### src/rtl/count_job_sequencer.sv
// count_job_sequencer: queues count jobs in a FIFO and runs each one through an FSM counter's start/N/done handshake.
// Optional watchdog on the WAIT state is enabled by defining SEQ_TIMEOUT_EN.
module count_job_sequencer #(
  parameter int WIDTH          = 32,
  parameter int DEPTH          = 4,
  parameter int TIMEOUT_CYCLES = 1024
) (
  input  logic                     clk,
  input  logic                     rst,
  input  logic                     job_valid,
  input  logic [WIDTH-1:0]         job_n,
  output logic                     job_ready,
  output logic                     ctr_start,
  output logic [WIDTH-1:0]         ctr_n,
  input  logic                     ctr_done,
  output logic                     cmpl_valid,
  output logic [WIDTH-1:0]         cmpl_n,
  output logic                     cmpl_err,
  output logic                     err_timeout,
  output logic [31:0]              jobs_done,
  output logic [$clog2(DEPTH):0]   fifo_level,
  output logic                     busy,
  output logic [1:0]               state_out
);
  localparam int AW = $clog2(DEPTH);
  localparam int LW = AW + 1;
  typedef enum logic [1:0] {IDLE = 2'b00, ISSUE = 2'b01, WAIT = 2'b10, COMPLETE = 2'b11} state_t;
  state_t state_q, state_d;
  logic [WIDTH-1:0] mem_q [DEPTH];
  logic [AW-1:0] wr_ptr_q, wr_ptr_d, rd_ptr_q, rd_ptr_d;
  logic [LW-1:0] level_q, level_d;
  logic [WIDTH-1:0] ctr_n_q, ctr_n_d, cmpl_n_q, cmpl_n_d, head;
  logic [31:0] jobs_q, jobs_d;
  logic ctr_done_q, pend_q, pend_d, abort_q, abort_d, err_q, err_d;
  logic push, pop, done_evt, expire;
  assign job_ready = level_q != LW'(DEPTH);
  assign push      = job_valid && job_ready;
  assign pop       = state_q == IDLE && level_q != '0 && !ctr_done;
  assign head      = mem_q[rd_ptr_q];
  assign done_evt  = ctr_done && !ctr_done_q;
`ifdef SEQ_TIMEOUT_EN
  localparam int TW = $clog2(TIMEOUT_CYCLES + 1);
  logic [TW-1:0] tmr_q;
  assign expire = state_q == WAIT && tmr_q == TW'(TIMEOUT_CYCLES - 1);
  always_ff @(posedge clk)
    tmr_q <= (rst || state_q != WAIT) ? '0 : tmr_q + 1'b1;
`else
  logic unused_timeout;
  assign unused_timeout = TIMEOUT_CYCLES != 0;
  assign expire = 1'b0;
`endif
  always_comb begin
    state_d  = state_q;
    ctr_n_d  = ctr_n_q;
    cmpl_n_d = cmpl_n_q;
    pend_d   = 1'b0;
    abort_d  = abort_q;
    err_d    = err_q;
    jobs_d   = jobs_q;
    wr_ptr_d = push ? wr_ptr_q + 1'b1 : wr_ptr_q;
    rd_ptr_d = pop ? rd_ptr_q + 1'b1 : rd_ptr_q;
    level_d  = level_q + LW'(push) - LW'(pop);
    case (state_q)
      IDLE: if (pop) begin
        ctr_n_d  = head;
        cmpl_n_d = head;
        abort_d  = 1'b0;
        state_d  = head == '0 ? COMPLETE : ISSUE;
      end
      // A done edge arriving alongside the start pulse is remembered for WAIT
      ISSUE: begin
        pend_d  = done_evt;
        state_d = WAIT;
      end
      WAIT: if (done_evt || pend_q) state_d = COMPLETE;
      else if (expire) begin
        state_d = COMPLETE;
        abort_d = 1'b1;
        err_d   = 1'b1;
      end
      COMPLETE: begin
        jobs_d  = jobs_q + 1'b1;
        state_d = IDLE;
      end
      default: state_d = IDLE;
    endcase
  end
  always_ff @(posedge clk) begin
    if (rst) begin
      state_q    <= IDLE;
      wr_ptr_q   <= '0;
      rd_ptr_q   <= '0;
      level_q    <= '0;
      ctr_n_q    <= '0;
      cmpl_n_q   <= '0;
      jobs_q     <= '0;
      ctr_done_q <= 1'b0;
      pend_q     <= 1'b0;
      abort_q    <= 1'b0;
      err_q      <= 1'b0;
    end else begin
      state_q    <= state_d;
      wr_ptr_q   <= wr_ptr_d;
      rd_ptr_q   <= rd_ptr_d;
      level_q    <= level_d;
      ctr_n_q    <= ctr_n_d;
      cmpl_n_q   <= cmpl_n_d;
      jobs_q     <= jobs_d;
      ctr_done_q <= ctr_done;
      pend_q     <= pend_d;
      abort_q    <= abort_d;
      err_q      <= err_d;
    end
  end
  always_ff @(posedge clk)
    if (push) mem_q[wr_ptr_q] <= job_n;
  assign ctr_start   = state_q == ISSUE;
  assign ctr_n       = ctr_n_q;
  assign cmpl_valid  = state_q == COMPLETE;
  assign cmpl_n      = cmpl_n_q;
  assign cmpl_err    = state_q == COMPLETE && abort_q;
  assign err_timeout = err_q;
  assign jobs_done   = jobs_q;
  assign fifo_level  = level_q;
  assign busy        = state_q != IDLE || level_q != '0;
  assign state_out   = state_q;
endmodule
### config.mk
export PLATFORM = sky130hd
export DESIGN_NAME = count_job_sequencer
export DESIGN_NICKNAME = d
export VERILOG_FILES = /design/src/rtl/count_job_sequencer.sv
export SDC_FILE = /design/constraint.sdc
export NUM_CORES = 1
export LEC_CHECK = 0
export CAP_MARGIN = 15
export CORE_MARGIN = 2
export CORE_UTILIZATION = 57
export CTS_CLUSTER_SIZE = 25
export DETAILED_ROUTE_END_ITERATION = 12
export GPL_TIMING_DRIVEN = 0
export PLACE_DENSITY = 0.85
export SLEW_MARGIN = 20
export SYNTH_ARGS = -nofsm -noshare
export SYNTH_HDL_FRONTEND = slang
export SYNTH_SLANG_ARGS = --single-unit
### constraint.sdc
create_clock -name clk -period 4.1 [get_ports clk]
set_input_delay 0.41 -clock clk [delete_from_list [all_inputs] [get_ports clk]]
set_output_delay 0.41 -clock clk [all_outputs]
set_load 0.02 [all_outputs]
==> impl_metrics.json <==
{
  "status": "complete, no violations",
  "num_io_pins": 143,
  "relSlewSlack": 0.524,
  "reg2reg_from": "state_out[1]",
  "synthFlopType": "edfxtp_1",
  "power_frac_clock": 0.291,
  "crit_top_cell": "ha_1",
  "routed_wl_mm": 17.8,
  "cts_setup_buffers": 0,
  "syn_area_per_cell_um2": 13.8,
  "synth.ff_latch_count": 205,
  "hold_path.class": "reg -> reg",
  "crit_type": "reg -> reg",
  "port_buffers": 140,
  "ys_warn_count": 0,
  "vias": 5303,
  "antenna_found_initial": 0,
  "row_count": 43,
  "drc": 0,
  "cts_num_sinks": 205,
  "ant_nets": 0,
  "drv_slew": 0,
  "fp.coreArea_um2": 13900,
  "hold_start": "cmpl_n[8]",
  "pwr-share-seq": 0.411,
  "finClkSkew_ns": 0.00945,
  "start_util": 0.584,
  "synthArstFlopShare": 0,
  "final_hold_viol_count": 0,
  "mostFrequentLayoutCell": "clkdlybuf4s50_1",
  "dp_cells": 911,
  "cellPowerDensity_nw_per_um2": 604,
  "grt-ovfl-total": 0,
  "grt_setup_unrepaired": "no",
  "cts_made_buffers": 21,
  "dr.first_iter.drc_count": 479,
  "dp_hpwl_mm": 12.4,
  "mostFrequentLayoutCells": "clkdlybuf4s50_1, edfxtp_1, nand2_1, dfxtp_1, a21oi_1",
  "path_max_fanout": 10,
  "wl_per_cell_um": 18.8,
  "gp_congestion": 0.817,
  "setup_viol": 0,
  "drt_pre_antenna_iters": 5,
  "crit_arrival_ns": 3.56,
  "path_cells": "inv_1 -> ha_1 -> or3b_1 -> clkbuf_1 -> inv_2 -> clkbuf_1 -> ha_1 -> inv_1 -> ha_1 -> fa_1 -> xnor2_1 -> xnor2_1 -> nor2_1",
  "track_usage": 0.237,
  "yosysUniqueCellTypes": 37,
  "tritoncts": "built",
  "tns_ns": 0,
  "h-tree-depth": 1,
  "die_h_um": 123,
  "hold_buffers": 0,
  "drv_cap": 0,
  "critPathBufInv": 5,
  "netlist_area_um2": 8110,
  "clock-root-buffer": "clkbuf_16",
  "fin_util": 0.758,
  "crit_family": "adder cells",
  "final_cell_area_um2": 10500,
  "drive_gt1_frac": 0.146,
  "cpMaxStageDelayCell": "dfxtp_1",
  "clock_latency_ns": 0.48,
  "combPwrFrac": 0.298,
  "netlist_instances": 586,
  "intPower_w": 0.00448,
  "viasPerCell": 5.59,
  "p_sw_frac": 0.296,
  "max_freq_ghz": 0.312,
  "cts_resized": 0,
  "dpl_cell_area_um2": 9850,
  "nets": 803,
  "cp_slowest_stage_delay_ns": 0.44,
  "dieArea_um2": 15200,
  "grt_first_pass_wirelength_mm": 27.3,
  "tightest_slew_ns": 0.714,
  "peakVddDrop_v": 0.000429,
  "grt_pass1_vias": 5355,
  "leakage_nw": 3.55,
  "finalNonFillerCells": 948,
  "timing.final.crit_period_ns": 3.21,
  "min_period_over_period": 0.782,
  "required_ns": 4.45,
  "area.growth.synth_to_final_pct": 29.9,
  "switchingPower_w": 0.00188,
  "ys_seq_area_frac": 0.664,
  "num_antenna_cells": 0,
  "grt_start_max_net_pins": 21,
  "fp.dieW_um": 123,
  "startpoint": "state_out[1]",
  "clock_path_buffers": 3,
  "critPathLaunchType": "flop",
  "clk_pin_slew_ns": 0.06,
  "endpoint_kind": "flop",
  "synth-edff-count": 128
}
==> flip-flops by register name, indices dropped and copies added (netlist names), named ones only <==
name / flops
mem_q: 128
cmpl_n: 32
jobs_done: 32
fifo_level: 3
rd_ptr_q: 2
state_out: 2
wr_ptr_q: 2
ctr_done_q: 1
pend_q: 1
==> cell usage after synthesis (2+ instances only) <==
master,n,share of area
edfxtp_1,128,0.47
nand2_1,79,0.037
dfxtp_1,77,0.19
a21oi_1,39,0.024
nor2_1,36,0.017
buf_4,35,0.032
mux4_2,32,0.089
xnor2_1,22,0.024
clkbuf_1,13,0.0060
ha_1,12,0.019
inv_1,12,0.0056
nor4_1,12,0.0093
nor3_1,10,0.0062
nand3_1,9,0.0056
buf_1,8,0.0037
xor2_1,8,0.0086
nand4_1,7,0.0054
and3_1,6,0.0046
and4_1,5,0.0054
nor2b_1,5,0.0039
o21ai_1,5,0.0031
or3_1,5,0.0039
and2_1,4,0.0031
buf_6,2,0.0028
inv_2,2,0.00093
nor3b_1,2,0.0019
==> worst register-to-register path, delay by kind of cell (launching register included) <==
kind,cells,cell delay [ns]
xor+xnor,2,0.31
fa+ha+maj,4,1.16
buf+inv,5,0.94
flops,1,0.44
simple gates,2,0.23
==> cell type report <==
type                       count  area, µm²
sequential                   205       5390
fill                         826       3350
multi-input combinational    309       2290
timing repair buffer         144       1510
clock buffer                  22        529
buffer                        59        384
tap                          180        225
clock inverter                15        148
inverter                      14       52.6
==> cells by family (layout without fill, tap and decap cells) <==
kind of cell               count (synthesis)  in the layout  share of synthesized area
other                                      1              2                   0.000463
adders and majority gates                 13             13                     0.0210
muxes                                     34             34                     0.0915
buffers and inverters                     73            254                     0.0539
and+or+nand+nor                          183            183                      0.105
xor gates and xnor gates                  30             30                     0.0324
DFF                                      205            205                      0.664
AOI/OAI and AO/OA                         47             47                     0.0309
==> per-stage QoR <==
stage                     hold slack (ns)  total power [W]  setup WS [ns]
after global routing                0.497          0.00662          0.710
final                               0.474          0.00636          0.895
after CTS                           0.473          0.00640          0.935
after floorplan                     0.469          0.00377           1.24
after detailed placement            0.465          0.00454          0.840
after global placement              0.466          0.00442          0.890
==> path summary, 6_finish.rpt <==
kind / endpoint / slack (ns) / cells past startpoint
worst max-delay path: fifo_level[2] / 0.89 / 13
worst max register to register: fifo_level[2] / 0.89 / 13
worst min-delay path: cmpl_n[8] / 0.47 / 2
worst min register to register: cmpl_n[8] / 0.47 / 2
==> power groups by stage <==
stage	Clock, W	Combinational, W	Sequential [W]
2_1_floorplan	0	0.00104	0.00273
3_3_place_gp	0	0.00178	0.00264
3_5_place_dp	0	0.00189	0.00265
4_1_cts	0.00188	0.00191	0.00261
5_1_grt	0.00196	0.00202	0.00263
6_report	0.00185	0.00190	0.00261
==> layer usage <==
layer  wire (µm)  part of all wire  GRT usage
met1        6960              0.39      0.298
met5           0                 0          0
met4         291             0.016     0.0611
met2        9440              0.53      0.432
met3        1130             0.063     0.0337
Power figures use the tool's default switching activity.
